## config.mk

```make
export PLATFORM = sky130hd
export DESIGN_NAME = forward_hazard_unit
export DESIGN_NICKNAME = d
export VERILOG_FILES = /design/src/rtl/forward_hazard_unit.sv
export SDC_FILE = /design/constraint.sdc
export NUM_CORES = 1
export LEC_CHECK = 0
export BUFFER_PORTS_ARGS = -buffer_cell sky130_fd_sc_hd__buf_2
export CORE_MARGIN = 2
export CORE_UTILIZATION = 50
export CTS_CLUSTER_SIZE = 8
export DETAILED_ROUTE_END_ITERATION = 12
export GPL_TIMING_DRIVEN = 0
export PLACE_DENSITY = 0.72
export SYNTH_ARGS = -nofsm -noshare
export SYNTH_HDL_FRONTEND = slang
export SYNTH_SLANG_ARGS = --single-unit
```

## constraint.sdc

```tcl
create_clock -name clk -period 2 [get_ports clk]
set_input_delay 0.3 -clock clk [delete_from_list [all_inputs] [get_ports clk]]
set_output_delay 0.3 -clock clk [all_outputs]
set_load 0.02 [all_outputs]
```

## src/rtl/forward_hazard_unit.sv

```systemverilog
// EX-stage operand forwarding selects plus load-use stall and branch-flush control
// for the 5-stage RV32I core, tracked by a private shadow of the EX/MEM/WB stages.
module forward_hazard_unit #(
  parameter int REG_W = 5,
  parameter int CNT_W = 16
) (
  input  logic             clk,
  input  logic             rst_n,
  input  logic             VALID_ID,
  input  logic [REG_W-1:0] RS1_ID,
  input  logic [REG_W-1:0] RS2_ID,
  input  logic             USES_RS1_ID,
  input  logic             USES_RS2_ID,
  input  logic [REG_W-1:0] RD_ID,
  input  logic             REGWRITE_ID,
  input  logic             MEMREAD_ID,
  input  logic             FLUSH_EX,
  input  logic             HOLD,
  output logic [1:0]       FWDA,
  output logic [1:0]       FWDB,
  output logic             STALL_IF_ID,
  output logic             BUBBLE_EX,
  output logic             FLUSH_IF_ID,
  output logic [CNT_W-1:0] STALL_COUNT
);

  localparam logic [REG_W-1:0] REG_ZERO = {REG_W{1'b0}};
  localparam logic [CNT_W-1:0] CNT_MAX  = {CNT_W{1'b1}};

  logic             ex_valid_r;
  logic [REG_W-1:0] ex_rs1_r;
  logic [REG_W-1:0] ex_rs2_r;
  logic             ex_use1_r;
  logic             ex_use2_r;
  logic [REG_W-1:0] ex_rd_r;
  logic             ex_regwrite_r;
  logic             ex_memread_r;
  logic [REG_W-1:0] mem_rd_r;
  logic             mem_regwrite_r;
  logic             mem_memread_r;
  logic [REG_W-1:0] wb_rd_r;
  logic             wb_regwrite_r;
  logic [CNT_W-1:0] stall_count_r;

  logic             load_use_s;
  logic             bubble_ex_s;
  logic             ex_kill_s;
  logic [1:0]       fwda_s;
  logic [1:0]       fwdb_s;

  // ALUOUT_MEM of a load is its address, so a load sitting in MEM is never a source.
  function automatic logic [1:0] fwd_sel(
    input logic             use_rs,
    input logic [REG_W-1:0] rs,
    input logic [REG_W-1:0] m_rd,
    input logic             m_rw,
    input logic             m_mr,
    input logic [REG_W-1:0] w_rd,
    input logic             w_rw
  );
    logic [1:0] sel;
    if (use_rs && m_rw && !m_mr && (m_rd != REG_ZERO) && (m_rd == rs)) begin
      sel = 2'b01;
    end else if (use_rs && w_rw && (w_rd != REG_ZERO) && (w_rd == rs)) begin
      sel = 2'b10;
    end else begin
      sel = 2'b00;
    end
    return sel;
  endfunction

  // Hazard detection and forwarding select decode
  always_comb begin
    load_use_s = 1'b0;
    if (VALID_ID && ex_valid_r && ex_memread_r && (ex_rd_r != REG_ZERO) && !FLUSH_EX) begin
      load_use_s = (USES_RS1_ID && (RS1_ID == ex_rd_r)) ||
                   (USES_RS2_ID && (RS2_ID == ex_rd_r));
    end else begin
      load_use_s = 1'b0;
    end
    bubble_ex_s = load_use_s | FLUSH_EX;
    ex_kill_s   = bubble_ex_s | !VALID_ID;
    fwda_s = fwd_sel(ex_use1_r, ex_rs1_r, mem_rd_r, mem_regwrite_r, mem_memread_r,
                     wb_rd_r, wb_regwrite_r);
    fwdb_s = fwd_sel(ex_use2_r, ex_rs2_r, mem_rd_r, mem_regwrite_r, mem_memread_r,
                     wb_rd_r, wb_regwrite_r);
  end

  assign FWDA        = fwda_s;
  assign FWDB        = fwdb_s;
  assign STALL_IF_ID = load_use_s | HOLD;
  assign BUBBLE_EX   = bubble_ex_s;
  assign FLUSH_IF_ID = FLUSH_EX;
  assign STALL_COUNT = stall_count_r;

  // Shadow pipeline advance; HOLD freezes every stage
  always_ff @(posedge clk or negedge rst_n) begin
    if (!rst_n) begin
      ex_valid_r     <= 1'b0;
      ex_rs1_r       <= REG_ZERO;
      ex_rs2_r       <= REG_ZERO;
      ex_use1_r      <= 1'b0;
      ex_use2_r      <= 1'b0;
      ex_rd_r        <= REG_ZERO;
      ex_regwrite_r  <= 1'b0;
      ex_memread_r   <= 1'b0;
      mem_rd_r       <= REG_ZERO;
      mem_regwrite_r <= 1'b0;
      mem_memread_r  <= 1'b0;
      wb_rd_r        <= REG_ZERO;
      wb_regwrite_r  <= 1'b0;
    end else if (!HOLD) begin
      if (ex_kill_s) begin
        ex_valid_r    <= 1'b0;
        ex_rs1_r      <= REG_ZERO;
        ex_rs2_r      <= REG_ZERO;
        ex_use1_r     <= 1'b0;
        ex_use2_r     <= 1'b0;
        ex_rd_r       <= REG_ZERO;
        ex_regwrite_r <= 1'b0;
        ex_memread_r  <= 1'b0;
      end else begin
        ex_valid_r    <= 1'b1;
        ex_rs1_r      <= RS1_ID;
        ex_rs2_r      <= RS2_ID;
        ex_use1_r     <= USES_RS1_ID;
        ex_use2_r     <= USES_RS2_ID;
        ex_rd_r       <= RD_ID;
        ex_regwrite_r <= REGWRITE_ID;
        ex_memread_r  <= MEMREAD_ID;
      end
      mem_rd_r       <= ex_rd_r;
      mem_regwrite_r <= ex_regwrite_r;
      mem_memread_r  <= ex_memread_r;
      wb_rd_r        <= mem_rd_r;
      wb_regwrite_r  <= mem_regwrite_r;
    end
  end

  // Saturating count of load-use stall cycles that actually cost a slot
  always_ff @(posedge clk or negedge rst_n) begin
    if (!rst_n) begin
      stall_count_r <= {CNT_W{1'b0}};
    end else if (load_use_s && !HOLD && (stall_count_r != CNT_MAX)) begin
      stall_count_r <= stall_count_r + {{(CNT_W-1){1'b0}}, 1'b1};
    end
  end

endmodule

```

==> results.md <==
* Top_reg_cell synth: dfrtp_1
* Synth unique cells at 36
* Initial antenna violation count at 0
* Via count at 2,051
* Largest net degree at the start of global routing at 50
* Critical Path Fanout Max at 2
* Drt pass-1 iters at 4
* CTS tree: yes
* Placed cell count at 368
* DRT iter0 DRCs at 93
* GR Util met3 at 0.03953
* Post-synthesis area per instance at 10.68 um^2
* Clk slew on worst S/H paths at 90 ps
* Failing checks: setup timing
* Ratio of cells with drive above 1 in the final layout at 0.3836
* Worst setup margin at -90.64 ps
* Post-Syn Area at 2691 um^2
* Async SR Flop Fraction at 1.000
* Met2 usage at 0.3374
* Routed vias/inst at 5.286
* Multi-input gate area at 1388 um^2
* Power per Cell Area at 605.9 nW/um^2
* GR Overflow Total at 0
* I/O Buffers at 46
* DP HPWL at 4019 um
* Setup violations, final at 4
* Worst Clk Skew at 9.883 ps
* Post-Synthesis Cells at 252
* Worst slew pin tran at 1080 ps
* # rows at 26
* Fmax at 478.3 MHz
* Unrepaired setup endpoints after global routing: yes
* Num CTS Buffers at 5
* Io pins at 47
* N_diodes at 0
* GR peak layer: met2
* Initial Util at 0.5236
* EDFF count, synth at 0
* CTS hold repair buffers at 0
* GRT Overall Usage at 0.2107
* WP data arrival at 1790 ps
* # DRC at 0
* Htree depth at 2
* Worst relative slew slack at 0.2802
* Commonest non-fill, non-tap cells in the layout: dfrtp_1, buf_2, xnor2_1
* Worst setup SP type: flop
* Vias in the first global route at 1,969
* Clock root buffer: clkbuf_8
* Die height at 77.37 um
* Worst Path Required at 1700 ps
* CP Capture Type: output pin
* Final TNS setup at -300.2 ps
* Reg area at 1232 um^2
* Core area at 5140 um^2
* Status: finished, violations left
* Worst hold path class: in2async
* Die area at 5985 um^2
* Die span in x at 77.37 um
* Nets at 342
* CP Class: reg2out
* Syn Nets at 277
* Global-route track usage on met1 at 0.2948
* Share of the yosys chip area belonging to registers at 0.4556
* Final hold violations at 0
* # fillers at 429
* Fin crit share at 1.045
* Routed WL at 5828 um
* YS warnings at 0
* Synth-to-Final Area Change at 22.45%
* First-pass GRT wire length at 9887 um
* Minimum clock period at 2091 ps
* Wire length per cell at 15.02 um
* Worst Setup Slack post-DPL at -127.8 ps
* Final Wtd Congestion at 0.8381
* Synth Register Bits at 49
* Worst vdd ir at 0.4591 mV
* Max Cap Viol at 0
* Slew Viols, Final at 0
* Pleak at 1.567 nW
* Most common cell after layout, fill and taps aside: dfrtp_1
* Clk Latency, worst-skew pair at 300 ps
* Clock Sinks at 49
* CTS Buffer Depth at 2
* Routed Antenna Nets at 0
* Post-Layout Cell Count at 388
[state kept, by name (all words and copies together) (netlist names), 5 cells and up]
signal	flops
mem_rd_r	5
wb_rd_r	5
ex_rd_r	5
STALL_COUNT	16
ex_rs2_r	5
ex_rs1_r	5
[worst max-delay path: stages (launching register included)]
cell	delay, ps
dfrtp_2	420
or4_4	550
o21ai_4	210
nor3_4	70
nor3_2	100
buf_4	160
[kinds of logic (layout without fill, tap and decap cells)]
logic type / count (synthesis) / after routing / synth area share
AND/OR/NAND/NOR: 83 / 83 / 0.1585
flip-flops: 49 / 49 / 0.4556
XOR/XNOR: 45 / 45 / 0.1464
buffers and inverters: 33 / 99 / 0.05625
AO/OA/AOI/OAI: 28 / 28 / 0.1241
multiplexers: 13 / 13 / 0.05439
adder cells (fa/ha/maj): 1 / 1 / 0.004648
[per-layer routing]
layer,wire (um),share of wire
met1,2846,0.49
met2,2758,0.47
met3,151,0.026
met4,71,0.012
met5,0,0
[area by class of cell]
class,instances,area share
Tap cell,70,0.02658
Clock buffer,5,0.02088
Timing Repair Buffer,58,0.1063
Inverter,23,0.02620
Clock inverter,3,0.005315
Buffer,10,0.01974
Sequential cell,49,0.3740
Multi-Input combinational cell,170,0.4210
[power breakdown]
group	internal [mW]	switching (mW)	leakage (nW)
clock	0.242	0.337	0.0439
combinational	0.154	0.173	0.862
sequential	1.04	0.0550	0.661
[per-stage QoR]
step                area (um^2)  hold WS [ps]    util  power (mW)
floorplan                  2701         4.409       -       1.293
global placement           3019         458.2  0.5874       1.387
detailed placement         3019         475.8  0.5874       1.394
CTS                        3242         222.2  0.6307       2.008
global route               3296         223.5  0.6412       2.089
finish                     3296         195.8  0.6412       1.997
[timing repair]
item,4_1_cts,5_1_grt
gates resized for setup,22,5
buffers inserted,8,4
pin swaps,12,4
setup endpoints to repair,26,26
[Yosys cell counts, drive strengths merged, types with 4 or more instances]
cell type	n	area, um^2
o21ai	4	23.77
o31ai	19	237.7
inv	23	86.33
nor3	7	35.03
buf	5	46.29
mux2	13	146.4
nor4	5	37.53
xnor2	35	306.5
xor2	10	87.58
nand3	8	40.04
nand2	32	122.6
nor2	6	22.52
dfrtp	49	1226
clkbuf	5	18.77
nand4	14	87.58
[final timing paths]
kind / startpoint / end / depth (start not counted) / slack [ps]
worst max-delay path: mem_rd_r[3] / FWDA[1] / 5 / -90
worst min-delay path: rst_n / ex_rs1_r[0] / 1 / 200
worst max register to register: ex_rd_r[4] / ex_rd_r[4] / 7 / 70
worst min register to register: STALL_COUNT[9] / STALL_COUNT[9] / 1 / 500
max in group asynchronous: rst_n / mem_rd_r[2] / 1 / 1070
min in group clk: RD_ID[0] / ex_rd_r[0] / 3 / 230
(Power assumes the default switching activity.)
